[config.mk]
export PLATFORM = sky130hd
export DESIGN_NAME = pipeline_trace_monitor_flat
export DESIGN_NICKNAME = d
export VERILOG_FILES = /design/src/rtl/pipeline_trace_pkg.sv /design/src/rtl/pipeline_trace_if.sv /design/src/rtl/trace_fifo.sv /design/src/rtl/pipeline_trace_monitor.sv /design/src/flat_wrapper.sv
export SDC_FILE = /design/constraint.sdc
export NUM_CORES = 2
export LEC_CHECK = 0
export CORE_MARGIN = 2
export CORE_UTILIZATION = 40
export DETAILED_ROUTE_END_ITERATION = 8
export PLACE_DENSITY = 0.61
export SYNTH_ARGS = -nofsm -noshare
export SYNTH_HDL_FRONTEND = slang
export SYNTH_SLANG_ARGS = --single-unit
[constraint.sdc]
create_clock -name CLK -period 21.7 [get_ports CLK]
set_input_delay 6.51 -clock CLK [delete_from_list [all_inputs] [get_ports CLK]]
set_output_delay 6.51 -clock CLK [all_outputs]
set_load 0.02 [all_outputs]
[src/rtl/pipeline_trace_pkg.sv]
// Shared types for the retire-stage trace monitor.
// Holds the capture FSM states, the MODE encodings, the trace record payload and
// a saturating counter helper. Record fields are sized for the widest supported
// configuration (PC and data up to 64 bits, timestamp up to 32 bits); narrower
// instances zero-extend on entry and truncate on exit.
package pipeline_trace_pkg;

    localparam int unsigned REC_PC_W = 64;
    localparam int unsigned REC_XLEN = 64;
    localparam int unsigned REC_TS_W = 32;
    localparam int unsigned MODE_W   = 2;

    localparam logic [MODE_W-1:0] MODE_OFF   = 2'd0;
    localparam logic [MODE_W-1:0] MODE_ALL   = 2'd1;
    localparam logic [MODE_W-1:0] MODE_WATCH = 2'd2;
    localparam logic [MODE_W-1:0] MODE_TRIG  = 2'd3;

    typedef enum logic [1:0] {
        ST_IDLE    = 2'd0,
        ST_ARMED   = 2'd1,
        ST_CAPTURE = 2'd2,
        ST_FROZEN  = 2'd3
    } state_e;

    typedef struct packed {
        logic [REC_PC_W-1:0] pc;
        logic                rd_we;
        logic [4:0]          rd_addr;
        logic [REC_XLEN-1:0] rd_data;
        logic [REC_TS_W-1:0] ts;
    } trace_rec_t;

    // Increment that sticks at 255.
    function automatic logic [7:0] sat_inc8(input logic [7:0] v);
        return (v == 8'hFF) ? v : v + 8'd1;
    endfunction

endpackage

[src/rtl/pipeline_trace_if.sv]
// Bundle of the retire-stage taps, capture controls and trace drain port.
// slave  : the monitor side (taps/controls in, drained record and status out)
// master : the pipeline/consumer side (the mirror image)
interface pipeline_trace_if
    import pipeline_trace_pkg::*;
#(
    parameter int unsigned XLEN  = 32,
    parameter int unsigned PC_W  = 32,
    parameter int unsigned DEPTH = 16,
    parameter int unsigned TS_W  = 16
);
    localparam int unsigned LVL_W = $clog2(DEPTH) + 1;

    logic              EN;
    logic [MODE_W-1:0] MODE;
    logic [PC_W-1:0]   TRIG_PC;
    logic              RET_VALID;
    logic [PC_W-1:0]   RET_PC;
    logic              RD_WE;
    logic [4:0]        RD_ADDR;
    logic [XLEN-1:0]   RD_DATA;
    logic              OUT_VALID;
    logic              OUT_READY;
    logic [PC_W-1:0]   OUT_PC;
    logic              OUT_RD_WE;
    logic [4:0]        OUT_RD_ADDR;
    logic [XLEN-1:0]   OUT_RD_DATA;
    logic [TS_W-1:0]   OUT_TS;
    logic [LVL_W-1:0]  LEVEL;
    logic [7:0]        OVERFLOW_CNT;
    logic              TRIGGERED;

    modport slave (
        input  EN, MODE, TRIG_PC, RET_VALID, RET_PC, RD_WE, RD_ADDR, RD_DATA, OUT_READY,
        output OUT_VALID, OUT_PC, OUT_RD_WE, OUT_RD_ADDR, OUT_RD_DATA, OUT_TS,
               LEVEL, OVERFLOW_CNT, TRIGGERED
    );

    modport master (
        output EN, MODE, TRIG_PC, RET_VALID, RET_PC, RD_WE, RD_ADDR, RD_DATA, OUT_READY,
        input  OUT_VALID, OUT_PC, OUT_RD_WE, OUT_RD_ADDR, OUT_RD_DATA, OUT_TS,
               LEVEL, OVERFLOW_CNT, TRIGGERED
    );

endinterface

[src/rtl/trace_fifo.sv]
// Synchronous show-ahead FIFO for trace records.
// Ports: clk, rst_n (async active-low), push/push_data (write request; ignored when
// full unless a pop happens in the same cycle), pop (ignored when empty),
// head_c (record at the read pointer, straight from storage), empty_c/full_c
// (decoded from the level register), level (registered occupancy).
module trace_fifo
    import pipeline_trace_pkg::*;
#(
    parameter int unsigned DEPTH = 16,
    parameter type         T     = trace_rec_t
) (
    input  logic                   clk,
    input  logic                   rst_n,
    input  logic                   push,
    input  T                       push_data,
    input  logic                   pop,
    output T                       head_c,
    output logic                   empty_c,
    output logic                   full_c,
    output logic [$clog2(DEPTH):0] level
);

    localparam int unsigned AW = $clog2(DEPTH);
    localparam int unsigned LW = AW + 1;

    T              mem_q [DEPTH];
    logic [AW-1:0] wr_ptr_q, wr_ptr_d;
    logic [AW-1:0] rd_ptr_q, rd_ptr_d;
    logic [LW-1:0] level_q, level_d;
    logic          push_ok, pop_ok;

    assign empty_c = (level_q == '0);
    assign full_c  = (level_q == LW'(DEPTH));
    assign head_c  = mem_q[rd_ptr_q];
    assign level   = level_q;

    // A full FIFO still accepts a write when the head leaves in the same cycle.
    always_comb begin
        pop_ok   = pop && !empty_c;
        push_ok  = push && (!full_c || pop_ok);
        wr_ptr_d = push_ok ? wr_ptr_q + AW'(1) : wr_ptr_q;
        rd_ptr_d = pop_ok ? rd_ptr_q + AW'(1) : rd_ptr_q;
        level_d  = level_q + LW'(push_ok) - LW'(pop_ok);
    end

    always_ff @(posedge clk or negedge rst_n) begin
        if (!rst_n) begin
            wr_ptr_q <= '0;
            rd_ptr_q <= '0;
            level_q  <= '0;
        end else begin
            wr_ptr_q <= wr_ptr_d;
            rd_ptr_q <= rd_ptr_d;
            level_q  <= level_d;
        end
    end

    // Storage needs no reset: the level register alone decides what is valid.
    always_ff @(posedge clk) begin
        if (push_ok) begin
            mem_q[wr_ptr_q] <= push_data;
        end
    end

endmodule

[src/rtl/pipeline_trace_monitor.sv]
// Retire-stage trace monitor.
// Snoops the retire taps (PC, rd write), registers them once, filters them by
// capture mode and buffers the surviving records in trace_fifo, drained through a
// valid/ready port.
// Ports: CLK; RST (async active-low); bus (slave modport of pipeline_trace_if):
// EN/MODE/TRIG_PC capture controls, RET_*/RD_* retire taps, OUT_* head record with
// OUT_VALID/OUT_READY handshake, LEVEL occupancy, OVERFLOW_CNT saturating drop
// count, TRIGGERED (high in CAPTURE or FROZEN).
// PC_W and XLEN up to 64, TS_W up to 32.
module pipeline_trace_monitor
    import pipeline_trace_pkg::*;
#(
    parameter int unsigned XLEN       = 32,
    parameter int unsigned PC_W       = 32,
    parameter int unsigned DEPTH      = 16,
    parameter int unsigned WATCH_REGS = 6,
    parameter int unsigned TS_W       = 16
) (
    input  logic              CLK,
    input  logic              RST,
    pipeline_trace_if.slave   bus
);

    localparam int unsigned LVL_W = $clog2(DEPTH) + 1;

    state_e            state_q, state_d;
    logic [MODE_W-1:0] mode_q, mode_d;
    logic [LVL_W-1:0]  cnt_q, cnt_d;
    logic [7:0]        ovf_q, ovf_d;
    logic              trig_q, trig_d;
    logic [TS_W-1:0]   ts_q, ts_d;
    logic              ret_valid_q, ret_valid_d;
    trace_rec_t        rec_q, rec_d;

    logic              trig_hit_c;
    logic              qual_c;
    logic              push_c;
    logic              pop_c;
    logic              accept_c;
    trace_rec_t        head_c;
    logic              empty_c;
    logic              full_c;
    logic [LVL_W-1:0]  level;

    // Input register stage; the timestamp travels with the retire it belongs to.
    always_comb begin
        ret_valid_d     = bus.RET_VALID;
        rec_d           = '0;
        rec_d.pc        = REC_PC_W'(bus.RET_PC);
        rec_d.rd_we     = bus.RD_WE;
        rec_d.rd_addr   = bus.RD_ADDR;
        rec_d.rd_data   = REC_XLEN'(bus.RD_DATA);
        rec_d.ts        = REC_TS_W'(ts_q);
        ts_d            = ts_q + TS_W'(1);
    end

    // Qualify the registered retire and decide push/pop for this cycle.
    always_comb begin
        trig_hit_c = ret_valid_q && (rec_q.pc == REC_PC_W'(bus.TRIG_PC));
        qual_c     = 1'b0;
        case (mode_q)
            MODE_ALL, MODE_TRIG: qual_c = ret_valid_q;
            MODE_WATCH: qual_c = ret_valid_q && rec_q.rd_we
                                 && ({1'b0, rec_q.rd_addr} < 6'(WATCH_REGS))
                                 && (rec_q.rd_addr != 5'd0);
            default:    qual_c = 1'b0;
        endcase
        // The trigger retire itself is recorded on the ARMED->CAPTURE step.
        push_c   = ((state_q == ST_CAPTURE) && qual_c)
                   || ((state_q == ST_ARMED) && trig_hit_c);
        pop_c    = !empty_c && bus.OUT_READY;
        accept_c = push_c && (!full_c || pop_c);
    end

    // Capture FSM, post-trigger record count and drop counter.
    always_comb begin
        state_d = state_q;
        mode_d  = mode_q;
        cnt_d   = cnt_q;
        ovf_d   = ovf_q;

        if (push_c && !accept_c) begin
            ovf_d = sat_inc8(ovf_q);
        end

        case (state_q)
            ST_IDLE: begin
                if (bus.EN) begin
                    if ((bus.MODE == MODE_ALL) || (bus.MODE == MODE_WATCH)) begin
                        state_d = ST_CAPTURE;
                        mode_d  = bus.MODE;
                    end else if (bus.MODE == MODE_TRIG) begin
                        state_d = ST_ARMED;
                        mode_d  = bus.MODE;
                        cnt_d   = '0;
                    end
                end
            end
            ST_ARMED: begin
                if (trig_hit_c) begin
                    state_d = ST_CAPTURE;
                    cnt_d   = LVL_W'(accept_c);
                end
            end
            ST_CAPTURE: begin
                // Only accepted records count toward the post-trigger window.
                if ((mode_q == MODE_TRIG) && accept_c) begin
                    cnt_d = cnt_q + LVL_W'(1);
                    if (cnt_q == LVL_W'(DEPTH - 1)) begin
                        state_d = ST_FROZEN;
                    end
                end
            end
            ST_FROZEN: state_d = ST_FROZEN;
            default:   state_d = ST_IDLE;
        endcase

        // Disable, MODE_OFF or a mode switch always re-enters through IDLE.
        if ((state_q != ST_IDLE)
            && (!bus.EN || (bus.MODE == MODE_OFF) || (bus.MODE != mode_q))) begin
            state_d = ST_IDLE;
        end

        trig_d = (state_d == ST_CAPTURE) || (state_d == ST_FROZEN);
    end

    always_ff @(posedge CLK or negedge RST) begin
        if (!RST) begin
            state_q     <= ST_IDLE;
            mode_q      <= MODE_OFF;
            cnt_q       <= '0;
            ovf_q       <= '0;
            trig_q      <= 1'b0;
            ts_q        <= '0;
            ret_valid_q <= 1'b0;
            rec_q       <= '0;
        end else begin
            state_q     <= state_d;
            mode_q      <= mode_d;
            cnt_q       <= cnt_d;
            ovf_q       <= ovf_d;
            trig_q      <= trig_d;
            ts_q        <= ts_d;
            ret_valid_q <= ret_valid_d;
            rec_q       <= rec_d;
        end
    end

    trace_fifo #(
        .DEPTH (DEPTH),
        .T     (trace_rec_t)
    ) u_fifo (
        .clk       (CLK),
        .rst_n     (RST),
        .push      (push_c),
        .push_data (rec_q),
        .pop       (pop_c),
        .head_c    (head_c),
        .empty_c   (empty_c),
        .full_c    (full_c),
        .level     (level)
    );

    assign bus.OUT_VALID    = !empty_c;
    assign bus.LEVEL        = level;
    assign bus.OVERFLOW_CNT = ovf_q;
    assign bus.TRIGGERED    = trig_q;

    // Head fields read as zero while the FIFO is empty (storage is not reset).
    always_comb begin
        bus.OUT_PC      = '0;
        bus.OUT_RD_WE   = 1'b0;
        bus.OUT_RD_ADDR = '0;
        bus.OUT_RD_DATA = '0;
        bus.OUT_TS      = '0;
        if (!empty_c) begin
            bus.OUT_PC      = PC_W'(head_c.pc);
            bus.OUT_RD_WE   = head_c.rd_we;
            bus.OUT_RD_ADDR = head_c.rd_addr;
            bus.OUT_RD_DATA = XLEN'(head_c.rd_data);
            bus.OUT_TS      = TS_W'(head_c.ts);
        end
    end

endmodule

[src/flat_wrapper.sv]
// flat-port wrapper written by rule: the top's interface ports become plain ports
module pipeline_trace_monitor_flat import pipeline_trace_pkg::*;
#(
    parameter int unsigned XLEN       = 32,
    parameter int unsigned PC_W       = 32,
    parameter int unsigned DEPTH      = 16,
    parameter int unsigned WATCH_REGS = 6,
    parameter int unsigned TS_W       = 16
)
  (CLK, RST, bus_EN, bus_MODE, bus_TRIG_PC, bus_RET_VALID, bus_RET_PC, bus_RD_WE, bus_RD_ADDR, bus_RD_DATA, bus_OUT_READY, bus_OUT_VALID, bus_OUT_PC, bus_OUT_RD_WE, bus_OUT_RD_ADDR, bus_OUT_RD_DATA, bus_OUT_TS, bus_LEVEL, bus_OVERFLOW_CNT, bus_TRIGGERED);
  pipeline_trace_if #(.XLEN(XLEN), .PC_W(PC_W), .DEPTH(DEPTH), .TS_W(TS_W)) bus_i ();
  input  logic CLK;
  input  logic RST;
  input wire logic [$bits(bus_i.EN)-1:0] bus_EN;
  input wire logic [$bits(bus_i.MODE)-1:0] bus_MODE;
  input wire logic [$bits(bus_i.TRIG_PC)-1:0] bus_TRIG_PC;
  input wire logic [$bits(bus_i.RET_VALID)-1:0] bus_RET_VALID;
  input wire logic [$bits(bus_i.RET_PC)-1:0] bus_RET_PC;
  input wire logic [$bits(bus_i.RD_WE)-1:0] bus_RD_WE;
  input wire logic [$bits(bus_i.RD_ADDR)-1:0] bus_RD_ADDR;
  input wire logic [$bits(bus_i.RD_DATA)-1:0] bus_RD_DATA;
  input wire logic [$bits(bus_i.OUT_READY)-1:0] bus_OUT_READY;
  output wire logic [$bits(bus_i.OUT_VALID)-1:0] bus_OUT_VALID;
  output wire logic [$bits(bus_i.OUT_PC)-1:0] bus_OUT_PC;
  output wire logic [$bits(bus_i.OUT_RD_WE)-1:0] bus_OUT_RD_WE;
  output wire logic [$bits(bus_i.OUT_RD_ADDR)-1:0] bus_OUT_RD_ADDR;
  output wire logic [$bits(bus_i.OUT_RD_DATA)-1:0] bus_OUT_RD_DATA;
  output wire logic [$bits(bus_i.OUT_TS)-1:0] bus_OUT_TS;
  output wire logic [$bits(bus_i.LEVEL)-1:0] bus_LEVEL;
  output wire logic [$bits(bus_i.OVERFLOW_CNT)-1:0] bus_OVERFLOW_CNT;
  output wire logic [$bits(bus_i.TRIGGERED)-1:0] bus_TRIGGERED;
  assign bus_i.EN = bus_EN;
  assign bus_i.MODE = bus_MODE;
  assign bus_i.TRIG_PC = bus_TRIG_PC;
  assign bus_i.RET_VALID = bus_RET_VALID;
  assign bus_i.RET_PC = bus_RET_PC;
  assign bus_i.RD_WE = bus_RD_WE;
  assign bus_i.RD_ADDR = bus_RD_ADDR;
  assign bus_i.RD_DATA = bus_RD_DATA;
  assign bus_i.OUT_READY = bus_OUT_READY;
  assign bus_OUT_VALID = bus_i.OUT_VALID;
  assign bus_OUT_PC = bus_i.OUT_PC;
  assign bus_OUT_RD_WE = bus_i.OUT_RD_WE;
  assign bus_OUT_RD_ADDR = bus_i.OUT_RD_ADDR;
  assign bus_OUT_RD_DATA = bus_i.OUT_RD_DATA;
  assign bus_OUT_TS = bus_i.OUT_TS;
  assign bus_LEVEL = bus_i.LEVEL;
  assign bus_OVERFLOW_CNT = bus_i.OVERFLOW_CNT;
  assign bus_TRIGGERED = bus_i.TRIGGERED;
  pipeline_trace_monitor #(.XLEN(XLEN), .PC_W(PC_W), .DEPTH(DEPTH), .WATCH_REGS(WATCH_REGS), .TS_W(TS_W)) u_core (.CLK(CLK), .RST(RST), .bus(bus_i));
endmodule
==> impl_metrics.json <==
{
  "synth_edf_count": 1376,
  "p_per_area_nw_per_um2": 125,
  "antenna_found_initial": 6,
  "post-route-period-util_pct": 55.0,
  "period_needed_ps": 11930,
  "synth-seq-cells": 1510,
  "gp_congestion": 0.764,
  "drt_iter0_drc": 2470,
  "final_nets": 2833,
  "yosys_warnings": 0,
  "grt_use_met3_pct": 3.72,
  "finalMaxSlewViolations": 0,
  "hold_viol_final": 0,
  "ys_async_sr_fraction_pct": 8.87,
  "power.total_uw": 8330,
  "synthCells": 2402,
  "final_area_um2": 66800,
  "coreArea_um2": 143000,
  "pre_cts_slack_ps": 9200,
  "rrSetupSlack_ps": 15490,
  "cts_tree": "yes",
  "numCtsBuffers": 156,
  "io_pins": 210,
  "critPathMaxFanout": 159,
  "grt_setup_unrepaired": "no",
  "syn_nets": 2534,
  "hold_path.class": "flop to flop",
  "holdPathEnd": "u_core.rec_q[15]$_DFF_PN0_",
  "die_w_um": 383,
  "clock-skew-final_ps": 37.1,
  "initial_utilization_pct": 40.2,
  "end_kind": "output port",
  "timing.rr.start": "u_core.rec_q[106]$_DFF_PN0_",
  "synth_common_cells": "edfxtp_1 (1376), mux4_2 (430), dfrtp_1 (134)",
  "grt_pass1_wl_um": 190000,
  "fin_tns_setup_ps": 0,
  "synth_top_area_share_pct": 71.8,
  "setup_viol": 0,
  "cts_buffer_depth": 3,
  "max_clock_freq_mhz": 83.9,
  "die-area_um2": 147000,
  "tightestPinTransition_ps": 1380,
  "grt_pass1_vias": 27800,
  "dp_hpwl_um": 70000,
  "power.leakage_uw": 0.0211,
  "worstPathCellList": "buf_4, buf_12, mux4_2, mux4_2, and2_1, clkdlybuf4s50_1",
  "area_growth_pct": 16.1,
  "r2r_end": "u_core.u_fifo.mem_q[5][61]$_DFFE_PP_",
  "synth-seq-area-share_pct": 77.6,
  "grt_max_degree": 160,
  "postCtsSetupBuffers": 0,
  "met2_usage_pct": 28.6,
  "worst_slack_ps": 9770,
  "yosysTopAreaCell": "edfxtp_1",
  "grt_overflow": 0,
  "crit_top_cell": "mux4_2",
  "cts_resized": 0,
  "drc": 0,
  "max-slew-margin-rel_pct": 7.36,
  "hold_depth": 0,
  "clkSlewWorstSetupHoldPaths_ps": 60,
  "r2r_cells": 8,
  "outcome": "finished clean",
  "synthMostInstantiatedCell": "edfxtp_1",
  "crit_family": "buffers and inverters",
  "placed_area_um2": 61800,
  "port-buffer-count": 209,
  "critical-path-slowest-cell": "buf_4",
  "wl_per_cell_um": 27.5,
  "firstDrtPassIters": 5,
  "ir_drop_mv": 0.0785,
  "clk_latency_ps": 760,
  "synth.avg_cell_area_um2": 24.0,
  "synth_ff_type": "edfxtp_1",
  "ctsHtreeMaxLevel": 4,
  "vias": 25700,
  "drt_wl_total_um": 130000,
  "critPathMaxStageDelay_ps": 990,
  "synth_cell_types": 55,
  "root_buffer": "clkbuf_16",
  "postRouteAntennaNets": 0,
  "netlist_area_um2": 57600,
  "die_h_um": 383,
  "met1_usage_pct": 24.9,
  "antenna_cells": 0,
  "startpoint_type": "flop",
  "drive_above_1_share_pct": 25.9,
  "maxCapViolCount": 0,
  "crit_arrival_ps": 5420,
  "worst_hold_startpoint": "u_core.ts_q[15]$_DFF_PN0_",
  "rows": 139,
  "crit_type": "flop to output port",
  "cp_num_buf_inv": 3,
  "vias_per_cell": 5.44,
  "critPathRequiredTime_ps": 15190,
  "busiest_layer": "met2",
  "synth.area.top_cells": "edfxtp_1 (72%), mux4_2 (17%), dfrtp_1 (5.8%)",
  "cts_hold_buffers": 0,
  "groute.usage.overall_pct": 17.9,
  "cts.sinks": 1510
}
## how the worst max path moves through the flow
stage,start,endpoint,slack [ps],cells after the start
after CTS,u_core.u_fifo.rd_ptr_q[1]$_DFFE_PN0P_,bus_OUT_RD_DATA[0],9750,6
final,u_core.u_fifo.rd_ptr_q[1]$_DFFE_PN0P_,bus_OUT_PC[1],9770,6
after floorplan,bus_TRIG_PC[5],u_core.u_fifo.mem_q[2][0]$_DFFE_PP_,5120,7
after global placement,bus_TRIG_PC[4],u_core.u_fifo.mem_q[9][5]$_DFFE_PP_,9260,8
after global routing,u_core.u_fifo.rd_ptr_q[1]$_DFFE_PN0P_,bus_OUT_RD_DATA[0],9610,6
after detailed placement,bus_TRIG_PC[4],u_core.u_fifo.mem_q[12][58]$_DFFE_PP_,9200,9
## metal layers
layer,vias to the layer above,share of wire (%),wire [um]
met5,-,0,0
met4,0,2.4,3100
met3,182,6.8,8820
met2,901,48,62700
met1,13900,43,55400
li1,10700,-,-
## sequential cells by signal, summed over array words and instances, names as in the netlist
register	cells
u_core.u_fifo.mem_q	1376
u_core.rec_q	86
u_core.ts_q	16
u_core.bus.OVERFLOW_CNT	8
u_core.cnt_q	5
u_core.u_fifo.level	5
u_core.u_fifo.rd_ptr_q	4
u_core.u_fifo.wr_ptr_q	4
u_core.mode_q	2
u_core.state_q	2
u_core.bus.TRIGGERED	1
u_core.ret_valid_q	1
## power breakdown
group          internal [uW]  switching [uW]  total [uW]
sequential              3230             114        3350
combinational           1200            1140        2340
clock                   1560            1080        2640
## worst register-to-register path, delay by kind of cell, from the launching register on
family	cells	cell delay, ps
buffers and inverters	2	1560
xor gates and xnor gates	1	1140
and+or+nand+nor	5	2530
DFF	1	560
## cell families after synthesis
| kind of cell | Yosys count | synth area share [%] |
|---|---|---|
| and+or+nand+nor | 207 | 2.21 |
| DFF | 1510 | 77.6 |
| buffers and inverters | 132 | 1.40 |
| adders and majority gates | 23 | 0.513 |
| AOI/OAI and AO/OA | 33 | 0.424 |
| xor gates and xnor gates | 62 | 0.943 |
| muxes | 435 | 16.9 |
## metrics by stage
| step | instances | hold slack, ps | util (%) |
|---|---|---|---|
| floorplan | 2402 | 373 | - |
| global placement | 4446 | 387 | 43.1 |
| detailed placement | 4446 | 386 | 43.1 |
| CTS | 4731 | 410 | 46.6 |
| global route | 4731 | 425 | 46.6 |
| finish | 4731 | 406 | 46.6 |
## placed cells by master (no fill, tap or decap), drive strengths merged, types with 8 or more instances in the layout
cell              n
ha               22
nand3            19
mux4            430
xor2             15
clkbuf          212
clkdlybuf4s50   208
nand2            26
and4b             8
clkinv           49
dfrtp           134
inv              27
nand4            11
bufinv           13
buf              45
nor2             12
and2             89
xnor2            47
edfxtp         1376
## final cells by class
class                   instances  area (um2)
fillers                     11600       76500
flip-flops and latches       1510       44700
multi-input cells             760       12200
clock buffers                 212        4330
repair buffers                253        2440
well taps                    1903        2380
clock inverters                73         751
inverters                      20        75.1
No activity file was read; power rests on OpenSTA's default activity.
